--- src/rtl/stream_mux_arb.sv ---
// stream_mux_arb
//   Merges CHANNELS valid/ready input streams of WIDTH bits onto a single
//   registered valid/ready output stream. There is one cycle of latency and
//   full throughput of one word per cycle. MODE picks the arbitration policy:
//     0 = external select, 1 = fixed priority (lowest index), 2 = round-robin.
//
// Ports
//   clk        rising-edge clock
//   rst_n      asynchronous active-low reset
//   select     channel choice (MODE 0 only)
//   in_valid   per-channel valid
//   in_data    flattened channel data, channel i at [i*WIDTH +: WIDTH]
//   in_ready   per-channel ready (held low while rst_n is low)
//   out_valid  output word valid
//   out_data   registered output word
//   out_chan   index of the channel that supplied out_data
//   out_ready  consumer ready
module stream_mux_arb #(
  parameter int WIDTH    = 8,
  parameter int CHANNELS = 4,
  parameter int MODE     = 0,
  parameter int SEL_W    = $clog2(CHANNELS)
) (
  input  logic                      clk,
  input  logic                      rst_n,
  input  logic [SEL_W-1:0]          select,
  input  logic [CHANNELS-1:0]       in_valid,
  input  logic [CHANNELS*WIDTH-1:0] in_data,
  output logic [CHANNELS-1:0]       in_ready,
  output logic                      out_valid,
  output logic [WIDTH-1:0]          out_data,
  output logic [SEL_W-1:0]          out_chan,
  input  logic                      out_ready
);

  logic [CHANNELS-1:0] w_gnt;
  logic [SEL_W-1:0]    w_gnt_idx;
  logic [WIDTH-1:0]    w_gnt_data;
  logic [SEL_W-1:0]    w_ptr_nxt;
  logic                w_load_en;
  logic                w_xfer;

  logic                r_vld_p1;
  logic [WIDTH-1:0]    r_data_p1;
  logic [SEL_W-1:0]    r_chan_p1;
  logic [SEL_W-1:0]    r_ptr;

  // Stage 0: combinational grant from the current in_valid and select/pointer
  always_comb begin : grant
    logic found;
    w_gnt = '0;
    found = 1'b0;
    if (MODE == 0) begin
      // An out-of-range select matches no channel, so nothing is granted.
      for (int i = 0; i < CHANNELS; i++) begin
        if (select == SEL_W'(i)) w_gnt[i] = in_valid[i];
      end
    end else if (MODE == 1) begin
      for (int i = 0; i < CHANNELS; i++) begin
        if (!found && in_valid[i]) begin
          w_gnt[i] = 1'b1;
          found    = 1'b1;
        end
      end
    end else begin
      // Walk k = 0..CHANNELS-1 positions upward from r_ptr, wrapping modulo
      // CHANNELS; the first valid channel on that walk wins.
      for (int k = 0; k < CHANNELS; k++) begin
        for (int i = 0; i < CHANNELS; i++) begin
          if (!found && in_valid[i] && (i == (int'(r_ptr) + k) % CHANNELS)) begin
            w_gnt[i] = 1'b1;
            found    = 1'b1;
          end
        end
      end
    end
  end

  always_comb begin
    w_gnt_idx  = '0;
    w_gnt_data = '0;
    for (int i = 0; i < CHANNELS; i++) begin
      if (w_gnt[i]) begin
        w_gnt_idx  = SEL_W'(i);
        w_gnt_data = in_data[i*WIDTH +: WIDTH];
      end
    end
  end

  assign w_ptr_nxt = (w_gnt_idx == SEL_W'(CHANNELS - 1)) ? '0 : w_gnt_idx + 1'b1;
  assign w_load_en = ~r_vld_p1 | out_ready;
  // A grant bit is only ever set for a valid channel, so any grant is a transfer.
  assign w_xfer    = (|w_gnt) & w_load_en;
  assign in_ready  = rst_n ? (w_gnt & {CHANNELS{w_load_en}}) : '0;

  // Stage 1: output register; loads a new word or drains when the consumer takes it
  always_ff @(posedge clk or negedge rst_n) begin
    if (!rst_n) begin
      r_vld_p1  <= 1'b0;
      r_data_p1 <= '0;
      r_chan_p1 <= '0;
      r_ptr     <= '0;
    end else if (w_load_en) begin
      if (w_xfer) begin
        r_vld_p1  <= 1'b1;
        r_data_p1 <= w_gnt_data;
        r_chan_p1 <= w_gnt_idx;
        if (MODE == 2) r_ptr <= w_ptr_nxt;
      end else begin
        r_vld_p1  <= 1'b0;
      end
    end
  end

  assign out_valid = r_vld_p1;
  assign out_data  = r_data_p1;
  assign out_chan  = r_chan_p1;

endmodule

--- config.mk ---
export PLATFORM = sky130hd
export DESIGN_NAME = stream_mux_arb
export DESIGN_NICKNAME = d
export VERILOG_FILES = /design/src/rtl/stream_mux_arb.sv
export SDC_FILE = /design/constraint.sdc
export NUM_CORES = 1
export LEC_CHECK = 0
export ABC_AREA = 1
export CORE_MARGIN = 1.5
export CORE_UTILIZATION = 36
export DETAILED_ROUTE_END_ITERATION = 16
export GPL_ROUTABILITY_DRIVEN = 0
export PLACE_DENSITY = 0.85
export SLEW_MARGIN = 20
export SYNTH_ARGS = -nofsm -noshare
export SYNTH_HDL_FRONTEND = slang
export SYNTH_SLANG_ARGS = --single-unit
--- constraint.sdc ---
create_clock -name clk -period 1.3 [get_ports clk]
set_input_delay 0.195 -clock clk [delete_from_list [all_inputs] [get_ports clk]]
set_output_delay 0.195 -clock clk [all_outputs]
set_load 0.005 [all_outputs]
==> reports/qor.tcl, run 1 <==
set qor(run_status) {finished, violations left}
set qor(failed_checks) {setup timing}
set qor(htree_num_levels) 1
set qor(clock_root_buffer) {sky130_fd_sc_hd__clkbuf_4}
set qor(fp.dieArea_sq_um) 2690
set qor(power_report.internal_total_uw) 838
set qor(place_inst) 204
set qor(finClkSkew_ns) 0.00108
set qor(grt_setup_unrepaired) {yes}
set qor(yosysTopAreaCellShare_pct) 32.0
set qor(finalNonFillerCells) 216
set qor(vias) 1189
set qor(crit_path_frequent_cell) {sky130_fd_sc_hd__inv_2}
set qor(drt-initial-drc-count) 44
set qor(synth_async_sr_flop_share_pct) 100
set qor(final_count_of_hold_timing_violations) 0
set qor(layout.core_utilization_pct) 72.0
set qor(syn-num-nets) 152
set qor(clockPowerShare_pct) 19.7
set qor(worst-path-buf-inv) 3
set qor(static-leakage-power_uw) 0.000782
set qor(clock_pin_slew_reported_for_the_worst_setup_and_hold_paths_after_clock_tree_synthesis_ns) 0.07
set qor(groute.layer.met2.usage_pct) 47.7
set qor(relSlewSlack_pct) 80.9
set qor(placed_area_sq_um) 1530
set qor(family_of_cells_with_the_greatest_summed_delay_on_the_critical_path) {flip-flops}
set qor(synthFlopType) {sky130_fd_sc_hd__dfrtp_1}
set qor(timing.critical_path.slowest_stage_cell) {sky130_fd_sc_hd__dfrtp_1}
set qor(synth-edff-count) 0
set qor(cells_after_synthesis) 111
set qor(maximum_number_of_pins_on_one_net_before_global_route_repair) 17
set qor(cts_tree) {done}
set qor(sw_frac_of_total_pct) 32.3
set qor(path_cells) {inv_2, nor2_4, inv_2, nand2_4, nor2_2, buf_2}
set qor(dp_worst_setup_slack_ns) -0.484
set qor(post_synth.cell_area_avg_sq_um) 7.74
set qor(design_area_sq_um) 1610
set qor(1st_pass_router_iterations) 5
set qor(worst_slack_ns) -0.0113
set qor(drv_cap) 0
set qor(worstSetupPathType) {register to output pin}
set qor(overall_fraction_of_global_route_tracks_in_use_pct) 25.6
set qor(setup_tns_ns) -0.0254
set qor(crit_path_arrival_time_ns) 1.12
set qor(design.final.nets) 230
set qor(grt_first_pass_wirelength_um) 5000
set qor(critPathRequiredTime_ns) 1.11
set qor(power-per-cell-area_nw_per_um2) 770
set qor(synthesis.yosys.warnings) 0
set qor(tightest_slew_ns) 0.286
set qor(drive_gt1_share_pct) 27.7
set qor(clk_path_buf_depth) 2
set qor(seq_area_frac_synth_pct) 32.0
set qor(vias_per_cell) 5.50
set qor(routed_wire_length_per_instance_um) 15.1
set qor(placeableCoreArea_sq_um) 2230
set qor(timing.critical_path.to_type) {output pin}
set qor(syn_area_sq_um) 860
set qor(die-width_um) 51.9
set qor(synthToLayoutAreaGrowth_pct) 87.0
set qor(slew_violations) 0
set qor(route.final.wire_length_um) 3270
set qor(hpwl_um) 2410
set qor(fmax_ghz) 0.763
set qor(timing.final.setup_violations) 4
set qor(most_frequent_cell_after_synthesis) {sky130_fd_sc_hd__nand2_1}
set qor(cts_inserted_buffers) 3
set qor(hold_class) {input port to asynchronous set/reset pin}
set qor(clkSinkCount) 11
set qor(first_global_vias) 1171
set qor(period_minus_slack_ns) 1.31
set qor(final_min_period_over_clock_period_pct) 101
set qor(grt_use_met1_pct) 27.5
set qor(most_congested_layer_reported_by_global_routing) {met2}
set qor(critPathLaunchType) {register}
set qor(crit_fanout) 4
set qor(worst-r2r-cell-count) 8
set qor(cp_slowest_stage_delay_ns) 0.40
set qor(sequential_share_of_power_pct) 35.1
set qor(post-route-drc-count) 0
set qor(n_antenna_cell) 0
set qor(fp.dieH_um) 51.9
set qor(netlist.top_cell.by_area) {sky130_fd_sc_hd__dfrtp_1}
set qor(cp_num_cells) 6
set qor(initial_core_utilization_pct) 38.5
set qor(gr-total-overflow) 0
set qor(power.switching_uw) 400
set qor(clock_insertion_delay_worst_skew_ns) 0.27
set qor(antenna_found_initial) 0
set qor(row_count) 17
set qor(synthTopCellsByArea) {sky130_fd_sc_hd__dfrtp_1 32%, sky130_fd_sc_hd__nand4_1 23%, sky130_fd_sc_hd__nand2_1 14%, sky130_fd_sc_hd__nand3_1 4.7%, sky130_fd_sc_hd__nor2_8 4.7%}
set qor(synth.lib_cells_used.distinct) 14
set qor(ant_nets) 0
set qor(combinationalPowerShare_pct) 45.2
set qor(floorplan.io_pins) 56
set qor(grt.met3_usage_pct) 7.47
set qor(ir_worst_vdd_v) 0.000613
set qor(placement.io_buffers) 55
set qor(fillerInstances) 188
set qor(postSynthRegisterBits) 11
set qor(synth_top_cells_by_count) {33 x sky130_fd_sc_hd__nand2_1, 32 x sky130_fd_sc_hd__nand4_1, 11 x sky130_fd_sc_hd__dfrtp_1}
-- flip-flops by register name, indices dropped and copies added, names as in the netlist --
signal / flops
out_valid: 1
out_chan: 2
out_data: 8
-- stage by stage --
step | power, uW | hold WS, ns
2_1_floorplan | 636 | -0.101
3_3_place_gp | 955 | 0.456
3_5_place_dp | 970 | 0.458
4_1_cts | 1220 | 0.335
5_1_grt | 1310 | 0.390
6_report | 1240 | 0.372
-- layout make-up --
type	count	area [sq um]	share of cell area (%)
timing repair buffer	81	717	44.6
multi-input combinational	88	539	33.5
sequential	11	275	17.1
tap	28	35.0	2.18
clock buffer	4	26.3	1.63
inverter	4	15.0	0.934
-- per-layer routing --
metal  share of wire [%]  wire length, um
met1                  37             1220
met2                  52             1690
met3                 9.2              300
met4                 1.9               62
met5                   0                0
-- path summary, 6_finish.rpt --
| path | startpoint | end | slack [ns] |
|---|---|---|---|
| max | out_valid$_DFFE_PN0N_ | in_ready[2] | -0.01 |
| min | rst_n | out_data[3]$_DFFE_PN0P_ | 0.37 |
| max reg2reg | out_valid$_DFFE_PN0N_ | out_data[3]$_DFFE_PN0P_ | 0.05 |
| min reg2reg | out_chan[1]$_DFFE_PN0P_ | out_chan[1]$_DFFE_PN0P_ | 0.48 |
| max in group asynchronous | rst_n | out_data[7]$_DFFE_PN0P_ | 0.78 |
| min in group clk | out_chan[1]$_DFFE_PN0P_ | out_chan[1]$_DFFE_PN0P_ | 0.48 |
-- power groups by stage --
stage,Sequential (uW),Combinational (uW),Clock [uW]
after floorplan,445,190,0
after global placement,439,516,0
after detailed placement,442,528,0
after CTS,430,542,247
after global routing,441,604,267
final,435,559,244
-- cell families after synthesis --
logic type	after synthesis	share of synthesized area (%)
flip-flops	11	32.0
AO/OA/AOI/OAI	1	1.89
buffers and inverters	12	7.86
AND/OR/NAND/NOR	87	58.2
-- repair_timing --
item	4_1_cts	5_1_grt
hold buffers	0	0
gates cloned	0	0
pin swaps	5	6
setup endpoints to repair	25	4
buffers inserted	7	1
resized for setup	34	7
-- placed cells by master (no fill, tap or decap), drive strengths merged --
cell | synthesis | final
nand3 | 11 | 11
clkdlybuf4s50 | 0 | 38
nand2 | 36 | 36
o21ai | 1 | 1
dfrtp | 11 | 11
nor2 | 8 | 8
clkbuf | 0 | 4
inv | 4 | 4
buf | 8 | 30
dlygate4sd2 | 0 | 13
nand4 | 32 | 32
No activity file was read; power rests on OpenSTA's default activity.
==> run 2, diff against run 1 <==
--- a/config.mk
+++ b/config.mk
@@ -11,6 +11,7 @@
 export DETAILED_ROUTE_END_ITERATION = 16
 export GPL_ROUTABILITY_DRIVEN = 0
 export PLACE_DENSITY = 0.85
+export RECOVER_POWER = 100
 export SLEW_MARGIN = 20
 export SYNTH_ARGS = -nofsm -noshare
 export SYNTH_HDL_FRONTEND = slang
==> reports/qor.tcl, run 2 (same netlist as run 1, synthesis figures left out) <==
set qor(ir_worst_vdd_v) 0.000613 ;# about the same
set qor(hpwl_um) 2410 ;# unchanged
set qor(wl_met2_um) 1700 ;# +0.41%
set qor(gr-total-overflow) 0 ;# unchanged
set qor(power-per-cell-area_nw_per_um2) 776 ;# +0.77%
set qor(clkSinkCount) 11 ;# unchanged
set qor(setup_tns_ns) -0.0483 ;# -0.0229 ns
set qor(drive_gt1_share_pct) 27.1 ;# -0.53 points
set qor(n_antenna_cell) 0 ;# unchanged
set qor(relSlewSlack_pct) 80.7 ;# -0.18 points
set qor(run_status) {finished, violations left}
set qor(wl_met1_um) 1240 ;# +2.2%
set qor(placement.io_buffers) 55 ;# unchanged
set qor(placeableCoreArea_sq_um) 2230 ;# unchanged
set qor(crit_path_arrival_time_ns) 1.12 ;# about the same
set qor(1st_pass_router_iterations) 5 ;# unchanged
set qor(path_cells) {inv_2, nor2_4, inv_2, nand2_4, nor2_2, buf_2}
set qor(worst_slack_ns) -0.0172 ;# -0.00593 ns
set qor(htree_num_levels) 1 ;# unchanged
set qor(maximum_number_of_pins_on_one_net_before_global_route_repair) 17 ;# unchanged
set qor(finClkSkew_ns) 0.00536 ;# +0.00428 ns
set qor(final_count_of_hold_timing_violations) 0 ;# unchanged
set qor(timing.critical_path.slowest_stage_cell) {sky130_fd_sc_hd__dfrtp_1}
set qor(critPathRequiredTime_ns) 1.11 ;# about the same
set qor(finalHoldWorstSlack_ns) 0.367 ;# -0.00499 ns
set qor(cts_inserted_buffers) 3 ;# unchanged
set qor(power_uw) 1240 ;# +0.15%
set qor(fp.dieH_um) 51.9 ;# unchanged
set qor(drv_cap) 0 ;# unchanged
set qor(first_global_vias) 1171 ;# unchanged
set qor(slew_violations) 0 ;# unchanged
set qor(period_minus_slack_ns) 1.32 ;# +0.00593 ns
set qor(grt_first_pass_wirelength_um) 5000 ;# unchanged
set qor(top_signal_layer_used) {met4}
set qor(finalNonFillerCells) 216 ;# unchanged
set qor(vias) 1178 ;# -0.93%
set qor(layout.cells.most_common_list) {38 x sky130_fd_sc_hd__clkdlybuf4s50_1, 32 x sky130_fd_sc_hd__nand4_1, 31 x sky130_fd_sc_hd__nand2_1}
set qor(tightest_slew_ns) 0.289 ;# +0.00262 ns
set qor(clock_pin_slew_reported_for_the_worst_setup_and_hold_paths_after_clock_tree_synthesis_ns) 0.08 ;# about the same
set qor(commonest_non_fill_non_tap_cell_in_the_layout) {sky130_fd_sc_hd__clkdlybuf4s50_1}
set qor(timing.critical_path.to_type) {output pin}
set qor(routed_wire_length_per_instance_um) 15.3 ;# +0.83%
set qor(largest_reg_flops) 8 ;# unchanged
set qor(critPathLaunchType) {register}
set qor(post-route-drc-count) 0 ;# unchanged
set qor(clock_insertion_delay_worst_skew_ns) 0.28 ;# about the same
set qor(reg2reg_from) {out_valid$_DFFE_PN0N_}
set qor(crit_fanout) 4 ;# unchanged
set qor(worstSetupPathType) {register to output pin}
set qor(place_inst) 204 ;# unchanged
set qor(placed_area_sq_um) 1530 ;# unchanged
set qor(die-width_um) 51.9 ;# unchanged
set qor(crit_path_frequent_cell) {sky130_fd_sc_hd__inv_2}
set qor(row_count) 17 ;# unchanged
set qor(design_area_sq_um) 1600 ;# -0.62%
set qor(final_min_period_over_clock_period_pct) 101 ;# +0.46 points
set qor(vias_per_cell) 5.45 ;# -0.93%
set qor(clock_root_buffer) {sky130_fd_sc_hd__clkbuf_4}
set qor(route.final.wire_length_um) 3300 ;# +0.83%
set qor(ctsHoldBuffers) 0 ;# unchanged
set qor(met3_layer_wire_length_in_the_routed_design_um) 302 ;# +0.67%
set qor(drt-initial-drc-count) 48 ;# +9.1%
set qor(worst-path-buf-inv) 3 ;# unchanged
set qor(hold_class) {input port to asynchronous set/reset pin}
set qor(cp_slowest_stage_delay_ns) 0.40 ;# about the same
set qor(clk_path_buf_depth) 2 ;# unchanged
set qor(design.final.nets) 230 ;# unchanged
set qor(overall_fraction_of_global_route_tracks_in_use_pct) 25.6 ;# unchanged
set qor(timing.final.setup_violations) 4 ;# unchanged
set qor(static-leakage-power_uw) 0.000780 ;# -0.32%
set qor(worstSetupStartpoint) {out_valid$_DFFE_PN0N_}
set qor(antenna_found_initial) 0 ;# unchanged
set qor(floorplan.io_pins) 56 ;# unchanged
set qor(initial_core_utilization_pct) 38.5 ;# unchanged
set qor(cts_tree) {done}
set qor(fmax_ghz) 0.759 ;# -0.45%
set qor(fillerInstances) 190 ;# +1.1%
set qor(failed_checks) {setup timing}
set qor(ant_nets) 0 ;# unchanged
set qor(family_of_cells_with_the_greatest_summed_delay_on_the_critical_path) {flip-flops}
set qor(grt_setup_unrepaired) {yes}
set qor(synthToLayoutAreaGrowth_pct) 85.9
set qor(fp.dieArea_sq_um) 2690 ;# unchanged
-- run 2: metal layers --
layer  vias up  GRT usage, %
met3         6          7.47
met4         0          7.46
li1        556             -
met5         -             0
met1       544          27.5
met2        72          47.7
-- run 2: final timing paths --
path	endpoint	slack, ns	cells after the start
setup / recovery	in_ready[2]	-0.02	6
hold reg to reg	out_chan[1]$_DFFE_PN0P_	0.48	2
min in group clk	out_chan[1]$_DFFE_PN0P_	0.48	2
max in group asynchronous	out_data[7]$_DFFE_PN0P_	0.78	2
setup reg to reg	out_data[3]$_DFFE_PN0P_	0.04	8
hold / removal	out_valid$_DFFE_PN0N_	0.37	2
-- run 2: final cells by class --
type	count	area, sq um	share of cell area, %
flip-flops and latches	11	275	17.2
inverters	4	15.0	0.940
clock buffers	4	26.3	1.64
well taps	28	35.0	2.19
repair buffers	81	717	44.9
multi-input cells	88	529	33.1
-- run 2: power by group --
part | switching, uW | internal [uW] | leakage, uW
clock | 130 | 119 | 0.0000150
combinational | 241 | 315 | 0.000623
sequential | 32.4 | 402 | 0.000142
total | 403 | 836 | 0.000780
-- run 2: worst register-to-register path, cell delays in order (launching register included) --
cell,delay [ns]
sky130_fd_sc_hd__dfrtp_1,0.40
sky130_fd_sc_hd__inv_2,0.08
sky130_fd_sc_hd__nor2_4,0.04
sky130_fd_sc_hd__buf_4,0.13
sky130_fd_sc_hd__buf_4,0.12
sky130_fd_sc_hd__buf_4,0.14
sky130_fd_sc_hd__nor2_8,0.14
sky130_fd_sc_hd__nand2_1,0.09
sky130_fd_sc_hd__nand2_1,0.07
-- run 2: per-stage QoR --
stage               util, %  setup slack (ns)
finish                 71.5           -0.0172
global route           71.5           -0.0943
CTS                    70.9           -0.0475
detailed placement     68.4            -0.484
global placement       68.4            -0.419
floorplan                 -             0.201
-- run 2: timing repair --
item                       4_1_cts  5_1_grt
hold endpoints to repair         0        0
resized for setup               34        7
pin swaps                        5        6
buffers inserted                 7        1
setup endpoints to repair       25        4
==> run 3, diff against run 2 <==
--- a/config.mk
+++ b/config.mk
@@ -6,6 +6,7 @@
 export NUM_CORES = 1
 export LEC_CHECK = 0
 export ABC_AREA = 1
+export CORE_ASPECT_RATIO = 1.75
 export CORE_MARGIN = 1.5
 export CORE_UTILIZATION = 36
 export DETAILED_ROUTE_END_ITERATION = 16
==> reports/qor.tcl, run 3 (same netlist as run 1, synthesis figures left out) <==
set qor(run_status) {completed}
set qor(family_of_cells_with_the_greatest_summed_delay_on_the_critical_path) {buffers and inverters}
set qor(fp.dieH_um) 67.6 ;# +30%
set qor(antenna_found_initial) 0 ;# unchanged
set qor(die-width_um) 39.9 ;# -23%
set qor(design_area_sq_um) 1660 ;# +3.7%
set qor(clkSinkCount) 11 ;# unchanged
set qor(design.final.nets) 229 ;# -0.43%
set qor(htree_num_levels) 1 ;# unchanged
set qor(power-per-cell-area_nw_per_um2) 799 ;# +3.1%
set qor(initial_core_utilization_pct) 37.8 ;# -0.68 points
set qor(grt.met3_usage_pct) 4.61 ;# -2.9 points
set qor(ant_nets) 0 ;# unchanged
set qor(drv_cap) 0 ;# unchanged
set qor(layout.cells.most_common_list) {36 x sky130_fd_sc_hd__clkdlybuf4s50_1, 32 x sky130_fd_sc_hd__nand4_1, 32 x sky130_fd_sc_hd__nand2_1}
set qor(crit_reg_reg_endpoint) {out_data[6]$_DFFE_PN0P_}
set qor(worst_slack_ns) 0.0309 ;# +0.0481 ns
set qor(ctsHoldBuffers) 0 ;# unchanged
set qor(final_min_period_over_clock_period_pct) 97.6 ;# -3.7 points
set qor(worstSetupPathType) {register to output pin}
set qor(crit_path_arrival_time_ns) 1.07 ;# -0.05 ns
set qor(critPathRequiredTime_ns) 1.11 ;# about the same
set qor(clk_path_buf_depth) 2 ;# unchanged
set qor(ff2ff_setup_slack_ns) 0.15 ;# +0.11 ns
set qor(dp_worst_setup_slack_ns) -0.529 ;# -0.0448 ns
set qor(relSlewSlack_pct) 84.3 ;# +3.6 points
set qor(synthToLayoutAreaGrowth_pct) 92.7
set qor(routed_wire_length_per_instance_um) 13.9 ;# -8.7%
set qor(slew_violations) 0 ;# unchanged
set qor(cp_num_cells) 1 ;# -5
set qor(clock_root_buffer) {sky130_fd_sc_hd__clkbuf_8}
set qor(vias) 1177 ;# -0.085%
set qor(tightest_slew_ns) 0.236 ;# -0.0526 ns
set qor(cts_inserted_buffers) 3 ;# unchanged
set qor(worst-path-buf-inv) 1 ;# -2
set qor(most_congested_layer_reported_by_global_routing) {met2}
set qor(cts_tree) {done}
set qor(grt_setup_unrepaired) {yes}
set qor(path_cells) {clkdlybuf4s50_1}
set qor(critPathLaunchType) {register}
set qor(placeableCoreArea_sq_um) 2270 ;# +1.8%
set qor(worstSetupStartpoint) {out_data[3]$_DFFE_PN0P_}
set qor(drt-initial-drc-count) 35 ;# -27%
set qor(final_count_of_hold_timing_violations) 0 ;# unchanged
set qor(hpwl_um) 2380 ;# -1.3%
set qor(reg2reg_from) {out_valid$_DFFE_PN0N_}
set qor(crit_path_end) {out_data[3]}
set qor(ir_worst_vdd_v) 0.000420 ;# -31%
set qor(clock_insertion_delay_worst_skew_ns) 0.24 ;# -0.04 ns
set qor(period_minus_slack_ns) 1.27 ;# -0.0481 ns
set qor(fmax_ghz) 0.788 ;# +3.8%
set qor(finalNonFillerCells) 212 ;# -1.9%
set qor(post-route-drc-count) 0 ;# unchanged
set qor(row_count) 23 ;# +6
set qor(vias_per_cell) 5.55 ;# +1.8%
set qor(largest_reg_flops) 8 ;# unchanged
set qor(n_antenna_cell) 0 ;# unchanged
set qor(1st_pass_router_iterations) 4 ;# -1
set qor(worst-r2r-cell-count) 8 ;# unchanged
set qor(place_inst) 202 ;# -0.98%
set qor(crit_fanout) 2 ;# -2
set qor(overall_fraction_of_global_route_tracks_in_use_pct) 25.9 ;# +0.30 points
set qor(fp.dieArea_sq_um) 2700 ;# +0.42%
set qor(clock_pin_slew_reported_for_the_worst_setup_and_hold_paths_after_clock_tree_synthesis_ns) 0.05 ;# -0.03 ns
set qor(timing.critical_path.to_type) {output pin}
set qor(first_global_vias) 1176 ;# +0.43%
set qor(grt_use_met1_pct) 25.4 ;# -2.1 points
set qor(commonest_non_fill_non_tap_cell_in_the_layout) {sky130_fd_sc_hd__clkdlybuf4s50_1}
set qor(floorplan.io_pins) 56 ;# unchanged
set qor(finClkSkew_ns) 0.00419 ;# -0.00116 ns
set qor(gr-total-overflow) 0 ;# unchanged
set qor(setup_tns_ns) 0 ;# +0.0483 ns
set qor(placed_area_sq_um) 1530 ;# +0.25%
set qor(groute.layer.met2.usage_pct) 45.2 ;# -2.5 points
set qor(hold_class) {input port to asynchronous set/reset pin}
set qor(cp_slowest_stage_delay_ns) 0.50 ;# +0.10 ns
set qor(route.final.wire_length_um) 2960 ;# -10%
set qor(grt_first_pass_wirelength_um) 4850 ;# -3.0%
set qor(placement.io_buffers) 55 ;# unchanged
set qor(maximum_number_of_pins_on_one_net_before_global_route_repair) 17 ;# unchanged
set qor(timing.final.setup_violations) 0 ;# -4
set qor(static-leakage-power_uw) 0.000783 ;# +0.43%
set qor(timing.critical_path.slowest_stage_cell) {sky130_fd_sc_hd__clkdlybuf4s50_1}
set qor(drive_gt1_share_pct) 26.7 ;# -0.39 points
## run 3: cell count changes in the layout (fill, tap and decap cells not counted), moves of 2 or more
cell / delta
sky130_fd_sc_hd__buf_4: -5
sky130_fd_sc_hd__buf_6: +2
sky130_fd_sc_hd__clkbuf_4: -3
sky130_fd_sc_hd__clkbuf_8: +3
sky130_fd_sc_hd__clkdlybuf4s25_1: +8
sky130_fd_sc_hd__clkdlybuf4s50_1: -2
sky130_fd_sc_hd__dlygate4sd2_1: -10
sky130_fd_sc_hd__dlymetal6s2s_1: +4
sky130_fd_sc_hd__nor2_4: +2
## run 3: final cells by class
| type | instances | area (sq um) |
|---|---|---|
| Clock buffer | 4 | 45.0 |
| Fill cell | 166 | 617 |
| Inverter | 4 | 15.0 |
| Multi-Input combinational cell | 90 | 566 |
| Sequential cell | 11 | 275 |
| Tap cell | 25 | 31.3 |
| Timing Repair Buffer | 78 | 724 |
## run 3: power by group
part,internal (uW),switching [uW],total [uW]
clock network,215,122,336
logic,311,236,547
registers,404,36.7,441
## run 3: metal layers
| layer | share of wire [%] | up-vias | routed length, um |
|---|---|---|---|
| met5 | 0 | - | 0 |
| met4 | 5.4 | 0 | 161 |
| met3 | 6.1 | 22 | 179 |
| met2 | 56 | 74 | 1670 |
| met1 | 32 | 523 | 945 |
| li1 | - | 558 | - |
## run 3: worst min-delay path by stage
stage                            startpoint                       to
floorplan                             rst_n  out_chan[0]$_DFFE_PN0P_
global placement    out_chan[0]$_DFFE_PN0P_  out_chan[0]$_DFFE_PN0P_
detailed placement  out_data[3]$_DFFE_PN0P_  out_data[3]$_DFFE_PN0P_
CTS                                   rst_n    out_valid$_DFFE_PN0N_
global route                          rst_n  out_chan[0]$_DFFE_PN0P_
finish                                rst_n    out_valid$_DFFE_PN0N_
## run 3: timing repair
action / CTS / global route
resized for setup: 27 / 18
setup endpoints to repair: 15 / 22
buffers inserted: 3 / 1
cloned: 2 / 0
pin swaps: 14 / 6
## run 3: through the flow
step           hold WS, ns  total power, uW  utilization [%]
5_1_grt              0.379             1400             72.9
6_report             0.355             1320             72.9
2_1_floorplan       -0.101              636                -
3_5_place_dp         0.470              968             67.4
3_3_place_gp         0.462              949             67.4
4_1_cts              0.297             1330             71.3
